$ cat config.mk
export PLATFORM = sky130hd
export DESIGN_NAME = sccb_master
export DESIGN_NICKNAME = d
export VERILOG_FILES = /design/src/rtl/sccb_master.sv
export SDC_FILE = /design/constraint.sdc
export NUM_CORES = 1
export LEC_CHECK = 0
export ABC_CLOCK_PERIOD_IN_PS = 3100
export CORE_ASPECT_RATIO = 0.5
export CORE_MARGIN = 5
export CORE_UTILIZATION = 55
export DETAILED_ROUTE_END_ITERATION = 8
export GPL_TIMING_DRIVEN = 0
export HOLD_SLACK_MARGIN = 0.02
export PLACE_DENSITY = 0.76
export SLEW_MARGIN = 20
export SYNTH_ARGS = -nofsm -noshare
export SYNTH_HDL_FRONTEND = slang
export SYNTH_SLANG_ARGS = --single-unit
$ cat constraint.sdc
create_clock -name clk -period 3.1 [get_ports clk]
set_input_delay 0.62 -clock clk [delete_from_list [all_inputs] [get_ports clk]]
set_output_delay 0.62 -clock clk [all_outputs]
set_load 0.03 [all_outputs]
$ cat src/rtl/sccb_master.sv
// ============================================================================
// Module   : sccb_master
// Function : write-only SCCB byte master framing strobed bytes into one
//            start..stop phase on SIOC/SIOD.
// Revision : 1.0 - initial release
// ============================================================================
`default_nettype none

module sccb_master #(
  parameter int unsigned QTR_TICKS = 125
) (
  input  logic       clk,
  input  logic       reset,
  input  logic       i2cStrobe,
  input  logic [7:0] dataToSend,
  input  logic       lastTransfer,
  output logic       sda,
  output logic       scl,
  output logic       busy
);

  typedef enum logic [2:0] {
    S_IDLE  = 3'd0,
    S_START = 3'd1,
    S_BIT   = 3'd2,
    S_ACK   = 3'd3,
    S_STOP  = 3'd4,
    S_HOLD  = 3'd5
  } state_t;

  localparam logic [15:0] C_TICK_MAX = 16'(QTR_TICKS - 1);

  state_t      state_q, state_d;
  logic [7:0]  shift_q, shift_d;
  logic        last_q, last_d;
  logic [2:0]  bitcnt_q, bitcnt_d;
  logic [1:0]  qcnt_q, qcnt_d;
  logic [15:0] tick_q, tick_d;
  logic        scl_q, scl_d;
  logic        sda_q, sda_d;
  logic        busy_q, busy_d;
  logic        w_wrap;

  assign w_wrap = (tick_q == C_TICK_MAX);

  always_ff @(posedge clk or posedge reset) begin
    if (reset) begin
      state_q  <= S_IDLE;
      shift_q  <= 8'd0;
      last_q   <= 1'b0;
      bitcnt_q <= 3'd0;
      qcnt_q   <= 2'd0;
      tick_q   <= 16'd0;
      scl_q    <= 1'b1;
      sda_q    <= 1'b1;
      busy_q   <= 1'b0;
    end else begin
      state_q  <= state_d;
      shift_q  <= shift_d;
      last_q   <= last_d;
      bitcnt_q <= bitcnt_d;
      qcnt_q   <= qcnt_d;
      tick_q   <= tick_d;
      scl_q    <= scl_d;
      sda_q    <= sda_d;
      busy_q   <= busy_d;
    end
  end

  always_comb begin
    state_d  = state_q;
    shift_d  = shift_q;
    last_d   = last_q;
    bitcnt_d = bitcnt_q;
    qcnt_d   = qcnt_q;
    tick_d   = tick_q;
    case (state_q)
      S_IDLE, S_HOLD: begin
        tick_d = 16'd0;
        if (i2cStrobe) begin
          shift_d  = dataToSend;
          last_d   = lastTransfer;
          qcnt_d   = 2'd0;
          bitcnt_d = 3'd7;
          // A strobe in HOLD continues the open phase without a repeated start.
          state_d  = (state_q == S_IDLE) ? S_START : S_BIT;
        end
      end
      default: begin
        if (!w_wrap) begin
          tick_d = tick_q + 16'd1;
        end else begin
          tick_d = 16'd0;
          qcnt_d = qcnt_q + 2'd1;
          case (state_q)
            S_START: begin
              if (qcnt_q == 2'd1) begin
                state_d  = S_BIT;
                qcnt_d   = 2'd0;
                bitcnt_d = 3'd7;
              end
            end
            S_BIT: begin
              if (qcnt_q == 2'd3) begin
                shift_d = {shift_q[6:0], 1'b0};
                if (bitcnt_q == 3'd0) begin
                  state_d = S_ACK;
                end else begin
                  bitcnt_d = bitcnt_q - 3'd1;
                end
              end
            end
            S_ACK: begin
              if (qcnt_q == 2'd3) begin
                state_d = last_q ? S_STOP : S_HOLD;
                qcnt_d  = 2'd0;
              end
            end
            S_STOP: begin
              if (qcnt_q == 2'd2) begin
                state_d = S_IDLE;
                qcnt_d  = 2'd0;
              end
            end
            default: begin
              state_d = S_IDLE;
              qcnt_d  = 2'd0;
            end
          endcase
        end
      end
    endcase
  end

  // Pin levels are decoded from the next state so they register on the quarter edge.
  always_comb begin
    scl_d  = 1'b1;
    sda_d  = 1'b1;
    busy_d = 1'b1;
    case (state_d)
      S_IDLE:  busy_d = 1'b0;
      S_START: begin
        sda_d = 1'b0;
        scl_d = (qcnt_d == 2'd0);
      end
      S_BIT: begin
        sda_d = shift_d[7];
        scl_d = (qcnt_d == 2'd1) || (qcnt_d == 2'd2);
      end
      S_ACK:   scl_d = (qcnt_d == 2'd1) || (qcnt_d == 2'd2);
      S_STOP: begin
        scl_d = (qcnt_d != 2'd0);
        sda_d = (qcnt_d == 2'd2);
      end
      S_HOLD: begin
        scl_d  = 1'b0;
        busy_d = 1'b0;
      end
      default: busy_d = 1'b0;
    endcase
  end

  assign scl  = scl_q;
  assign sda  = sda_q;
  assign busy = busy_q;

endmodule

`default_nettype wire
==> impl_metrics.json, run 1 <==
{
  "grt_max_degree": 37,
  "worst_pin_slew_ps": 718,
  "grt-ovfl-total": 0,
  "grt_use_total": 0.183,
  "combPwrFrac": 0.029,
  "switchingPower_uw": 189,
  "antenna_found_initial": 0,
  "dp_hpwl_um": 3150,
  "slew_headroom": 0.521,
  "die_height_um": 53.9,
  "p_seq_frac": 0.516,
  "grt_setup_unrepaired": "false",
  "grt_util_met2": 0.332,
  "synthArstFlopShare": 1.00,
  "pwr-share-clk": 0.455,
  "fmax_mhz": 402,
  "grt_busiest_layer": "met2",
  "drcViolationCount": 0,
  "yosys_warnings": 0,
  "ios": 15,
  "die_w_um": 97.8,
  "avgSynthCellArea_um2": 9.60,
  "finalHoldViolCount": 0,
  "cts_tree": "done",
  "synth_area_leaders": "dfrtp_1 40%, ha_1 7.1%, nand2_1 5.1%, nor2_1 3.5%, a32oi_1 2.9%",
  "ir_worst_vdd_mv": 0.282,
  "cts_made_buffers": 5,
  "synth_cell_type_count": 54,
  "cp.required_ps": 3310,
  "io_buffers": 14,
  "core_area_um2": 3570,
  "cts_resized": 0,
  "syn-instance-count": 221,
  "root_buffer": "clkbuf_8",
  "p_int_uw": 720,
  "finalSetupViolations": 0,
  "drive_gt1_frac": 0.0988,
  "drt_iter0_drc": 73,
  "initial_utilization": 0.595,
  "status": "complete, no violations",
  "hold_buffers": 0,
  "netlist_area_um2": 2120,
  "synth_top_cell_by_area": "dfrtp_1",
  "crit_type": "reg -> reg",
  "rows": 15,
  "drv_cap": 0,
  "detail_route.vias_per_cell": 5.51,
  "final_common_cell": "dfrtp_1",
  "postRouteAntennaNets": 0,
  "leakagePower_uw": 0.00112,
  "synth_seq_cells": 36,
  "swShare": 0.208,
  "end_kind": "flop",
  "cp.arrival_ps": 2700,
  "crit_fanout": 5,
  "cts.path.max_buffers": 2,
  "drt_wl_total_um": 4280,
  "gr-usage-met3": 0.0440,
  "dieArea_um2": 5280,
  "diodes": 0,
  "period_needed_ps": 2490,
  "finalSetupTns_ps": 0,
  "synth.top_cell.area_share": 0.401,
  "dr_total_vias": 1620,
  "area_growth_pct": 14.9,
  "final_cell_mix": "34 x dfrtp_1, 29 x nand2_1, 20 x nor2_1",
  "wl_per_cell_um": 14.6,
  "first_pass_iters": 4,
  "finalClockSkew_ps": 7.52,
  "power_density_nw_per_um2": 373,
  "nets": 266,
  "synthFlopType": "dfrtp_1",
  "cts_setup_buffers": 0,
  "grt_pass1_vias": 1655,
  "slew_viol_final": 0,
  "finalPower_uw": 910,
  "synth_edf_count": 0,
  "place_congestion": 0.853,
  "syn_nets": 245,
  "cts_max_level": 2,
  "hp-class": "reg -> reg",
  "fin_crit_sh": 0.803,
  "cts_sinks": 36,
  "use_met1": 0.219,
  "critPathLaunchType": "flop",
  "clk_pin_slew_ps": 70,
  "ys_seq_area_frac": 0.426,
  "clkLatencyLatePin_ps": 300,
  "grt_pass1_wl_um": 7540
}
[path summary, 6_finish.rpt]
check	start	slack [ps]	depth (start not counted)	to
hold / removal	shift_q[5]	470	2	shift_q[5]
max in group asynchronous	reset	1880	2	last_q
min in group asynchronous	reset	760	2	busy
setup / recovery	tick_q[0]	610	10	sda
hold reg to reg	shift_q[5]	470	2	shift_q[5]
setup reg to reg	tick_q[0]	610	10	sda
[worst max-delay path: stages, from the launching register on]
cell,delay [ps]
dfrtp_1,410
inv_1,60
ha_1,210
and4b_1,210
and4_4,220
mux2i_1,380
nand2_1,100
o21a_1,160
ha_1,220
nor4b_1,340
a211oi_1,110
[power by group through the flow]
stage                     Clock [uW]  Combinational, uW  Sequential (uW)
final                            414               26.6              469
after CTS                        423               27.6              469
after floorplan                    0               9.35              479
after global placement             0               26.9              479
after global routing             445               30.2              469
after detailed placement           0               27.6              479
[cell type report]
cell class	instances	area, um2
Multi-Input combinational cell	162	1130
Clock buffer	5	68.8
Fill cell	279	1130
Inverter	15	56.3
Timing Repair Buffer	14	140
Clock inverter	3	42.5
Sequential cell	36	903
Buffer	8	31.3
Tap cell	51	63.8
[metal layers]
metal,part of all wire,vias up
met3,0.031,8
met1,0.48,774
met2,0.48,20
li1,-,818
met5,0,-
met4,0.0098,0
[state kept, by name (all words and copies together) (netlist names)]
register / count
tick_q: 16
sda: 1
last_q: 1
bitcnt_q: 3
state_q: 3
busy: 1
shift_q: 8
qcnt_q: 2
scl: 1
[stage by stage]
stage / instances / setup WS (ps) / cell area, um2 / util / hold WS (ps)
6_report: 294 / 610 / 2440 / 0.684 / 472
3_3_place_gp: 286 / 634 / 2330 / 0.652 / 451
3_5_place_dp: 286 / 574 / 2330 / 0.652 / 457
4_1_cts: 294 / 636 / 2440 / 0.684 / 472
5_1_grt: 294 / 420 / 2440 / 0.684 / 485
2_1_floorplan: 221 / 936 / 2120 / - / 438
[cells in the mapped netlist (3+ instances only)]
library cell / number
clkbuf_1: 7
ha_1: 12
nand3_1: 7
nand2_1: 29
o21ai_0: 4
nor2_1: 20
o21a_1: 3
inv_1: 15
a31oi_1: 3
dfrtp_1: 34
a32oi_1: 7
xnor2_1: 6
nand4_1: 4
a21oi_1: 7
nor2b_1: 3
and3_1: 7
xor2_1: 6
[kinds of logic (layout without fill, tap and decap cells)]
kind of cell,Yosys count,after routing,share of synthesized area
adder cells (fa/ha/maj),12,12,0.0708
buffers and inverters,23,45,0.0413
AO/OA/AOI/OAI,43,43,0.154
flip-flops,36,36,0.426
multiplexers,4,4,0.0206
XOR/XNOR,12,12,0.0495
AND/OR/NAND/NOR,91,91,0.238
Note: power is estimated with default switching activity, not from simulation.
==> inputs of run 2 (changes only) <==
ABC_CLOCK_PERIOD_IN_PS = 2500   (was 3100)
clock period = 2.5 ns   (was 3.1 ns; I/O delays follow)
==> run 2 against run 1 <==
Global-route usage unchanged. First-iteration DRC count down 32%. Register-to-register slack worse by 400 ps. Routed wire length up 0.42%. Clock skew down 2.0 ps. Cell area up 0.92%. Sequential share of layout area down 0.34 points. Largest cell class unchanged. Final cell count up 0.34%.
==> impl_metrics.json, run 2 (synthesis results as in run 1) <==
{
  "die_height_um": 53.9,
  "drt_iter0_drc": 50,
  "drt_wl_total_um": 4300,
  "largest_register": "tick_q",
  "status": "complete, no violations",
  "die_w_um": 97.8,
  "combPwrFrac": 0.030,
  "ir_worst_vdd_mv": 0.352,
  "rr_endpoint": "sda",
  "detail_route.vias_per_cell": 5.48,
  "postRouteAntennaNets": 0,
  "first_pass_iters": 4,
  "fmax_mhz": 437,
  "crit_type": "reg -> reg",
  "switchingPower_uw": 236,
  "initial_utilization": 0.595,
  "slew_headroom": 0.519,
  "worst_pin_slew_ps": 720,
  "dp_hpwl_um": 3150,
  "end_kind": "flop",
  "path_cells": "nor2b_1 > nor3_2 > mux2i_4 > nand2_1 > o21a_1 > ha_1 > nor4b_1 > a211oi_1",
  "slew_viol_final": 0,
  "root_buffer": "clkbuf_8",
  "top_regs": "tick_q x16, shift_q x8",
  "critPathLaunchType": "flop",
  "pwr-share-clk": 0.455,
  "clk_pin_slew_ps": 80,
  "power_density_nw_per_um2": 459,
  "grt_use_total": 0.183,
  "p_int_uw": 893,
  "cts_tree": "done",
  "final_cell_mix": "34 x dfrtp_1, 29 x nand2_1, 20 x nor2_1",
  "grt_max_degree": 37,
  "nets": 267,
  "cp_slowest_cell": "dfrtp_1",
  "cts_max_level": 2,
  "grt_pass1_wl_um": 7540,
  "cp.required_ps": 2710,
  "place_area_um2": 2330,
  "p_seq_frac": 0.515,
  "dieArea_um2": 5280,
  "cp.arrival_ps": 2500,
  "finalSetupTns_ps": 0,
  "hp-class": "reg -> reg",
  "drive_gt1_frac": 0.115,
  "min_to": "shift_q[5]",
  "worstHoldStart": "shift_q[5]",
  "largest_reg_flops": 16,
  "r2r_slack_ps": 210,
  "r2r_start": "state_q[0]",
  "holdPathStages": 2,
  "rows": 15,
  "area_growth_pct": 15.9,
  "finalSetupViolations": 0,
  "drcViolationCount": 0,
  "period_needed_ps": 2290,
  "wl_per_cell_um": 14.6,
  "crit_path_max_incr_delay_ps": 450,
  "leakagePower_uw": 0.00113,
  "core_area_um2": 3570,
  "ios": 15,
  "hold_buffers": 0,
  "diodes": 0,
  "swShare": 0.209,
  "cts.path.max_buffers": 2,
  "drv_cap": 0,
  "grt_pass1_vias": 1655,
  "cts_made_buffers": 5,
  "antenna_found_initial": 0,
  "dr_total_vias": 1617,
  "grt-ovfl-total": 0,
  "cts_sinks": 36,
  "r2r_cells": 8,
  "grt_setup_unrepaired": "false",
  "crit_fanout": 7,
  "io_buffers": 14,
  "finalClockSkew_ps": 5.55,
  "final_common_cell": "dfrtp_1",
  "finalHoldViolCount": 0,
  "clkLatencyLatePin_ps": 290,
  "fin_crit_sh": 0.915,
  "place_congestion": 0.853,
  "fin_area_um2": 2460
}
## run 2: cell types whose count changed in the layout (fill, tap and decap cells not counted), sizes merged
cell	before	now
buf	1	2
## run 2: how the worst max path moves through the flow
stage	cells after the start	end	start
final	8	sda	state_q[0]
after global routing	10	sda	state_q[1]
after CTS	10	sda	tick_q[0]
after detailed placement	10	sda	tick_q[0]
after global placement	10	scl	tick_q[0]
after floorplan	10	scl	tick_q[0]
## run 2: final cells by class
type	count	area, um2
plain buffers	8	33.8
flip-flops and latches	36	903
clock inverters	3	42.5
clock buffers	5	68.8
fillers	279	1110
inverters	15	56.3
well taps	51	63.8
multi-input cells	162	1140
repair buffers	15	148
## run 2: critical path: cells and delay by family (launching register included)
kind / cells / cell delay (ps)
fa+ha+maj: 1 / 220
flops: 1 / 450
mux: 1 / 360
compound gates: 2 / 240
simple gates: 4 / 930
## run 2: stage by stage
step	util	setup slack (ps)	hold slack [ps]	power [uW]	instances
3_5_place_dp	0.652	71.1	457	628	286
3_3_place_gp	0.652	142	451	627	286
4_1_cts	0.684	36.2	472	1140	294
5_1_grt	0.690	40.1	485	1170	295
2_1_floorplan	-	336	438	605	221
6_report	0.690	211	472	1130	295
## run 2: repair_timing
item	in CTS	in global routing
gates resized for setup	0	6
endpoints found under the hold margin	0	0
setup buffers	0	1
endpoints found under the setup margin	0	12
## run 2: power by group through the flow
stage | clock network [uW] | registers, uW | logic, uW
after detailed placement | 0 | 593 | 34.2
after CTS | 524 | 582 | 34.2
after floorplan | 0 | 593 | 11.6
after global placement | 0 | 593 | 33.4
after global routing | 552 | 582 | 37.9
final | 514 | 582 | 33.5
## run 2: layer usage
layer	part of all wire	track usage	wire length (um)	vias up
met1	0.48	0.219	2060	774
met2	0.49	0.332	2090	16
met4	0.0095	0.0690	41	0
li1	-	-	-	822
met3	0.026	0.0440	112	5
met5	0	0	0	-
==> inputs of run 3 (changes only) <==
CORE_MARGIN = 3   (was 5)
==> run 3 against run 2 <==
Sequential share of layout area is 0.075 points higher. Sequential cell count stayed put. Register-to-register slack worse by 70 ps. Final cell count stayed put. Critical path depth stayed put. Worst hold slack worse by 1.8 ps. Global-route usage is 2.4 points higher. Critical path type unchanged. Largest cell class unchanged.
==> impl_metrics.json, run 3 (synthesis results as in run 1) <==
{
  "finalSetupViolations": 0,
  "fin_crit_sh": 0.945,
  "hold_buffers": 0,
  "cts_sinks": 36,
  "antenna_found_initial": 0,
  "dp_hpwl_um": 3030,
  "root_buffer": "clkbuf_8",
  "nets": 267,
  "area_growth_pct": 15.7,
  "period_needed_ps": 2360,
  "diodes": 0,
  "dieArea_um2": 4680,
  "gr-usage-met3": 0.0412,
  "numPlacedInstances": 286,
  "r2r_cells": 8,
  "wl_per_cell_um": 14.4,
  "clk_pin_slew_ps": 70,
  "critPathLaunchType": "flop",
  "layout.cells.non_filler": 295,
  "status": "complete, no violations",
  "drive_gt1_frac": 0.107,
  "die_height_um": 49.9,
  "cts_tree": "done",
  "place_area_um2": 2330,
  "fmax_mhz": 423,
  "final_cell_mix": "34 x dfrtp_1, 29 x nand2_1, 20 x nor2_1",
  "cts_made_buffers": 5,
  "ir_worst_vdd_mv": 0.232,
  "finalClockSkew_ps": 3.74,
  "drt_wl_total_um": 4250,
  "place_congestion": 0.846,
  "crit_fanout": 7,
  "first_pass_iters": 4,
  "dr_total_vias": 1678,
  "leakagePower_uw": 0.00113,
  "slew_headroom": 0.509,
  "holdPathStages": 2,
  "worst_pin_slew_ps": 735,
  "postRouteAntennaNets": 0,
  "finalHoldViolCount": 0,
  "grt_setup_unrepaired": "false",
  "largest_register": "tick_q",
  "final_common_cell": "dfrtp_1",
  "core_area_um2": 3570,
  "power_density_nw_per_um2": 455,
  "cp.required_ps": 2700,
  "ios": 15,
  "grt_pass1_wl_um": 7620,
  "finalSetupTns_ps": 0,
  "cts.path.max_buffers": 2,
  "drv_cap": 0,
  "rows": 15,
  "grt_util_met2": 0.333,
  "grt-ovfl-total": 0,
  "die_w_um": 93.8,
  "use_met1": 0.279,
  "clkLatencyLatePin_ps": 290,
  "utilization": 0.688,
  "cts_max_level": 2,
  "grt_busiest_layer": "met2",
  "detail_route.vias_per_cell": 5.69,
  "drt_iter0_drc": 88,
  "grt_use_total": 0.208,
  "top_regs": "tick_q x16, shift_q x8",
  "io_buffers": 14,
  "drcViolationCount": 0,
  "largest_reg_flops": 16,
  "finalPower_uw": 1120,
  "initial_utilization": 0.595,
  "end_kind": "flop",
  "fin_area_um2": 2450,
  "grt_pass1_vias": 1647,
  "nFillCells": 283,
  "hp-class": "reg -> reg",
  "crit_type": "reg -> reg",
  "grt_max_degree": 37,
  "slew_viol_final": 0,
  "cp.arrival_ps": 2560
}
run 3: path summary, 6_finish.rpt:
kind,from,end,slack [ps]
max in group asynchronous,reset,qcnt_q[1],1380
max,state_q[0],sda,140
min in group asynchronous,reset,tick_q[3],650
min reg2reg,shift_q[1],shift_q[1],470
min,shift_q[1],shift_q[1],470
max reg2reg,state_q[0],sda,140
run 3: repair_timing:
| action | CTS | global route |
|---|---|---|
| endpoints found under the hold margin | 0 | 0 |
| buffers inserted | 0 | 1 |
| gates resized for setup | 0 | 4 |
| setup endpoints to repair | 0 | 12 |
run 3: area by class of cell:
cell class,instances,area (um2),share of cell area
clock inverters,2,35.0,0.0143
flip-flops and latches,36,903,0.368
multi-input cells,162,1140,0.466
clock buffers,6,72.6,0.0296
inverters,15,56.3,0.0229
plain buffers,8,32.5,0.0133
well taps,51,63.8,0.0260
repair buffers,15,148,0.0601
run 3: where the power goes:
| group | switching, uW | internal [uW] |
|---|---|---|
| Clock | 206 | 296 |
| Combinational | 17.1 | 16.3 |
| Sequential | 0 | 582 |
| Total | 223 | 894 |
run 3: worst max-delay path, cell delays in order, from the launching register on:
cell and delay, ps:
dfrtp_1 460, nor2b_1 200, nor3_2 350, mux2i_4 370, nand2_1 80, o21a_1 140, ha_1 210, nor4b_1 350
a211oi_1 110
run 3: metrics by stage:
step,setup WS [ps],hold WS [ps]
2_1_floorplan,336,438
5_1_grt,10.2,490
3_5_place_dp,31.7,457
6_report,138,470
4_1_cts,4.60,472
3_3_place_gp,141,451
run 3: layer usage:
metal / wire [um] / share of wire
met3: 171 / 0.040
met1: 2000 / 0.47
met5: 0 / 0
met4: 60 / 0.014
met2: 2020 / 0.48
